`config.mk`:
```
export PLATFORM = sky130hd
export DESIGN_NAME = frame_minmax_tracker
export DESIGN_NICKNAME = d
export VERILOG_FILES = /design/src/rtl/minmax_pkg.sv /design/src/rtl/eight_bit_comparator.sv /design/src/rtl/frame_minmax_tracker.sv
export SDC_FILE = /design/constraint.sdc
export NUM_CORES = 1
export LEC_CHECK = 0
export CORE_UTILIZATION = 35
export CTS_CLUSTER_DIAMETER = 120
export CTS_CLUSTER_SIZE = 28
export DETAILED_ROUTE_END_ITERATION = 12
export SLEW_MARGIN = 15
export SYNTH_ARGS = -nofsm -noshare
export SYNTH_HDL_FRONTEND = slang
export SYNTH_SLANG_ARGS = --single-unit
```
`constraint.sdc`:
```
create_clock -name clk -period 3.81 [get_ports clk]
set_input_delay 1.143 -clock clk [delete_from_list [all_inputs] [get_ports clk]]
set_output_delay 1.143 -clock clk [all_outputs]
set_load 0.005 [all_outputs]
```
`src/rtl/minmax_pkg.sv`:
```
// Shared widths, FSM state encoding and result payload for the frame min/max tracker.
package minmax_pkg;

    localparam int unsigned DATA_W = 8;
    localparam int unsigned IDX_W  = 8;

    typedef enum logic [1:0] {
        IDLE  = 2'd0,
        ACCUM = 2'd1,
        HOLD  = 2'd2
    } state_t;

    typedef struct packed {
        logic [DATA_W-1:0] max_val;
        logic [DATA_W-1:0] min_val;
        logic [IDX_W-1:0]  max_idx;
        logic [IDX_W-1:0]  min_idx;
        logic [IDX_W-1:0]  max_cnt;
    } result_t;

endpackage

```
`src/rtl/eight_bit_comparator.sv`:
```
// Unsigned 8-bit magnitude comparator; exactly one of Greater/Less/Equal is high.
module eight_bit_comparator (
    input  logic [7:0] A,
    input  logic [7:0] B,
    output logic       Greater,
    output logic       Less,
    output logic       Equal
);

    assign Greater = (A > B);
    assign Less    = (A < B);
    assign Equal   = (A == B);

endmodule

```
`src/rtl/frame_minmax_tracker.sv`:
```
// Reduces a frame of FRAME_LEN unsigned samples to max/min, their first indices and the
// count of maximum hits; the result is held on a valid/ready output until consumed.
module frame_minmax_tracker
    import minmax_pkg::*;
#(
    parameter int unsigned FRAME_LEN = 8
) (
    input  logic              clk,
    input  logic              reset,
    input  logic              clear,
    input  logic              in_valid,
    output logic              in_ready,
    input  logic [DATA_W-1:0] in_data,
    output logic              out_valid,
    input  logic              out_ready,
    output logic [DATA_W-1:0] out_max,
    output logic [DATA_W-1:0] out_min,
    output logic [IDX_W-1:0]  out_max_idx,
    output logic [IDX_W-1:0]  out_min_idx,
    output logic [IDX_W-1:0]  out_max_cnt
);

    state_t           r_state, w_state_nxt;
    result_t          r_acc, w_acc_nxt;
    result_t          r_res, w_res_nxt;
    logic [IDX_W-1:0] r_cnt, w_cnt_nxt;
    logic [IDX_W-1:0] w_cnt_inc;
    logic             r_in_ready, r_out_valid;

    logic w_max_gt, w_max_lt, w_max_eq;
    logic w_min_gt, w_min_lt, w_min_eq;

    eight_bit_comparator U_MAX (
        .A       (in_data),
        .B       (r_acc.max_val),
        .Greater (w_max_gt),
        .Less    (w_max_lt),
        .Equal   (w_max_eq)
    );

    eight_bit_comparator U_MIN (
        .A       (in_data),
        .B       (r_acc.min_val),
        .Greater (w_min_gt),
        .Less    (w_min_lt),
        .Equal   (w_min_eq)
    );

    assign w_cnt_inc = r_cnt + IDX_W'(1);

    // Next-state, working accumulator and published result
    always_comb begin
        w_state_nxt = r_state;
        w_acc_nxt   = r_acc;
        w_res_nxt   = r_res;
        w_cnt_nxt   = r_cnt;

        if (clear) begin
            w_state_nxt = IDLE;
            w_acc_nxt   = '0;
            w_res_nxt   = '0;
            w_cnt_nxt   = '0;
        end else begin
            case (r_state)
                IDLE: begin
                    if (in_valid) begin
                        w_acc_nxt.max_val = in_data;
                        w_acc_nxt.min_val = in_data;
                        w_acc_nxt.max_idx = '0;
                        w_acc_nxt.min_idx = '0;
                        w_acc_nxt.max_cnt = IDX_W'(1);
                        w_cnt_nxt         = IDX_W'(1);
                        w_state_nxt       = ACCUM;
                    end
                end
                ACCUM: begin
                    if (in_valid) begin
                        case ({w_max_gt, w_max_eq, w_max_lt})
                            3'b100: begin
                                w_acc_nxt.max_val = in_data;
                                w_acc_nxt.max_idx = r_cnt;
                                w_acc_nxt.max_cnt = IDX_W'(1);
                            end
                            3'b010:  w_acc_nxt.max_cnt = r_acc.max_cnt + IDX_W'(1);
                            default: ;
                        endcase
                        case ({w_min_gt, w_min_eq, w_min_lt})
                            3'b001: begin
                                w_acc_nxt.min_val = in_data;
                                w_acc_nxt.min_idx = r_cnt;
                            end
                            default: ;
                        endcase
                        w_cnt_nxt = w_cnt_inc;
                        if (w_cnt_inc == IDX_W'(FRAME_LEN)) begin
                            w_res_nxt   = w_acc_nxt;
                            w_state_nxt = HOLD;
                        end
                    end
                end
                HOLD: begin
                    if (out_ready) begin
                        w_state_nxt = IDLE;
                        w_cnt_nxt   = '0;
                    end
                end
                default: w_state_nxt = IDLE;
            endcase
        end
    end

    // Handshake flags are registered from the next state so they track r_state exactly
    always_ff @(posedge clk or posedge reset) begin
        if (reset) begin
            r_state     <= IDLE;
            r_acc       <= '0;
            r_res       <= '0;
            r_cnt       <= '0;
            r_in_ready  <= 1'b1;
            r_out_valid <= 1'b0;
        end else begin
            r_state     <= w_state_nxt;
            r_acc       <= w_acc_nxt;
            r_res       <= w_res_nxt;
            r_cnt       <= w_cnt_nxt;
            r_in_ready  <= (w_state_nxt != HOLD);
            r_out_valid <= (w_state_nxt == HOLD);
        end
    end

    assign in_ready    = r_in_ready;
    assign out_valid   = r_out_valid;
    assign out_max     = r_res.max_val;
    assign out_min     = r_res.min_val;
    assign out_max_idx = r_res.max_idx;
    assign out_min_idx = r_res.min_idx;
    assign out_max_cnt = r_res.max_cnt;

endmodule

```
==> results.toml <==
[run_status]
status = "finished clean"

[setup_path]
cp_max_fo = 16
start_kind = "input port"
arrival_ns = 3.50
cp-end-kind = "flop"
crit_type = "in2reg"
rrSetupSlack_ns = 1.24
cp.required_ns = 4.03
crit_path_top_delay_cell = "clkdlybuf4s50_1"
critPathMaxStageDelay_ns = 0.50
cp_cell_sequence = "clkdlybuf4s50_1 -> inv_1 -> ha_1 -> nand2b_1 -> a2111o_1 -> a21oi_2 -> buf_4 -> mux2i_1 -> o21ai_0"

[final_layout]
final_cells = 709
areaGrowthSynthToFinish_pct = 21.66
num_antenna_cells = 0
fin_nets = 564
drive_above_1_share = 0.09381

[floorplanning]
die_w_um = 119.2
dieArea_mm2 = 0.01422
die_h_um = 119.2
ioPinCount = 55
placementRows = 42
core_mm2 = 0.01335
start_util = 0.3604

[route]
top_layer = "met4"
wirelength_mm = 11.68
dr.pass1.iters = 4
dr_wl_met3_um = 380
m1WireLength_mm = 5.407
detail-route-antenna-nets = 0
drc = 0
num_vias = 3788
via_per_inst = 5.343
drt-wirelength-per-cell_um = 16.47
initialDrtViolationCount = 172
met2_length_mm = 5.701

[power_and_ir_drop]
p_total_mw = 2.181
internal_power_mw = 1.590
p_switching_mw = 0.5909
comb_power_share = 0.151
power_density_mw_per_mm2 = 372.6
p_clk_frac = 0.382
ir_drop_mv = 0.2273
p_leak_nw = 2.540
seqPwrFrac = 0.468
swShare = 0.2710

[sta]
fin_crit_sh = 0.8618
final.min_clock_period_ns = 3.284
finalSetupViolCount = 0
maxSlewViolCount = 0
clock_skew_ns = 0.006472
setup_ws_ns = 0.5264
worst_slew_pin_slew_ns = 0.6015
final_hold_viol_count = 0
whs_ns = 0.4762
setup_tns_ns = 0
rsz0062_at_grt = "no"
clock.fmax_ghz = 0.3045
maxSlewHeadroom = 0.5982

[synth]
ys_types = 56
synthFlopType = "dfrtp_1"
synth_edf_count = 0
yosys-top-cells-count = "dfrtp_1, nand2_1, o21ai_0"
synth_top_area_share = 0.4733
synth_nets = 507
syn_area_per_cell_um2 = 10.21
netlist_instances = 471
synth-seq-cells = 92
ys_warn_count = 0
yosys.area.top_type = "dfrtp_1"
synth_seq_area_share = 0.4788
async_flop_share = 1.000
synth.most_common_cell = "dfrtp_1"
synth.cell_area_mm2 = 0.004811
synth.area.top_cells = "dfrtp_1, mux2i_1, a22o_1, ha_1, o21ai_0"

[clock_tree]
clkSinkCount = 92
cts_max_path_buffers = 2
cts_tree = "built"
cts.htree.levels = 3
post_cts_resized = 0
path_clk_slew_ns = 0.06
cts_setup_buffers = 0
clock_latency_ns = 0.35
ctsHoldBuffers = 0
cts_buffers = 9
cts_root_buffer = "clkbuf_16"

[place]
io_buffers = 54
dp.cells = 693
place_ws_ns = 0.1802
dp_hpwl_mm = 8.274
gp_congestion = 0.8243

[min_path]
hold_path.class = "reg2reg"

[job]
max_cap_violations = 0

[global_routing]
grt_pass1_vias = 3890
antenna_found_initial = 0
grt_first_pass_wirelength_mm = 19.70
grt_start_max_net_pins = 53
overflow = 0
grt_usage = 0.1779
[placed cells by master (no fill, tap or decap), types with 9 or more instances in the layout]
cell,instances
a21oi_1,10
buf_4,21
nor2_1,29
dfrtp_1,91
a22o_1,35
nand3_1,13
mux2i_1,33
o21ai_0,45
clkdlybuf4s50_1,54
clkbuf_16,9
nand2_1,47
a211oi_1,10
ha_1,23
inv_1,24
[per-layer routing]
| metal | track usage | vias to the layer above |
|---|---|---|
| li1 | - | 1819 |
| met1 | 0.2296 | 1887 |
| met2 | 0.2911 | 68 |
| met3 | 0.03736 | 14 |
| met4 | 0.06804 | 0 |
| met5 | 0 | - |
[stage by stage]
step                utilization  cell area [µm²]
floorplan                     -             4811
global placement         0.4181             5580
detailed placement       0.4181             5580
CTS                      0.4385             5853
global route             0.4385             5853
finish                   0.4385             5853
[power by group through the flow]
stage               Clock [mW]  Combinational, mW  Sequential, mW
finish                   0.832              0.328            1.02
global route             0.897              0.367            1.02
CTS                      0.855              0.331            1.02
detailed placement           0              0.329            1.04
global placement             0              0.322            1.04
floorplan                    0              0.237            1.03
[cells by family (layout without fill, tap and decap cells)]
group | count (synthesis) | count (layout) | synth area share
and+or+nand+nor | 124 | 124 | 0.1254
muxes | 34 | 34 | 0.07100
buffers and inverters | 55 | 117 | 0.05696
AOI/OAI and AO/OA | 139 | 139 | 0.2008
adders and majority gates | 23 | 23 | 0.05982
DFF | 92 | 92 | 0.4788
xor gates and xnor gates | 4 | 4 | 0.007284
[flip-flops by register name, summed over array words and instances, names as in the netlist]
signal,cells
in_ready,1
out_max,8
out_max_cnt,8
out_max_idx,8
out_min,8
out_min_idx,8
out_valid,1
r_acc,40
r_cnt,8
r_state,2
[critical path, delay by kind of cell]
family	cells	cell delay [ns]
AND/OR/NAND/NOR	1	0.15
adder cells (fa/ha/maj)	1	0.28
buffers and inverters	3	0.93
multiplexers	1	0.24
AO/OA/AOI/OAI	3	0.76
[worst paths after layout]
path | startpoint | endpoint | cells past startpoint
setup / recovery | in_data[0] | out_min[1]$_DFFE_PP0P_ | 9
hold / removal | out_max[0]$_DFFE_PP0P_ | out_max[0]$_DFFE_PP0P_ | 2
setup reg to reg | r_cnt[0]$_DFFE_PP0P_ | out_max_cnt[7]$_DFFE_PP0P_ | 8
hold reg to reg | out_max[0]$_DFFE_PP0P_ | out_max[0]$_DFFE_PP0P_ | 2
max in group asynchronous | reset | in_ready$_DFF_PP1_ | 3
min in group asynchronous | reset | r_acc[10]$_DFFE_PP0P_ | 2
[area by class of cell]
cell class	count	area, µm²
Clock buffer	12	246.5
Clock inverter	4	26.28
Fill cell	1316	7495
Inverter	25	95.09
Multi-Input combinational cell	324	2243
Sequential cell	92	2303
Tap cell	176	220.2
Timing Repair Buffer	76	718.2
(Power assumes the default switching activity.)
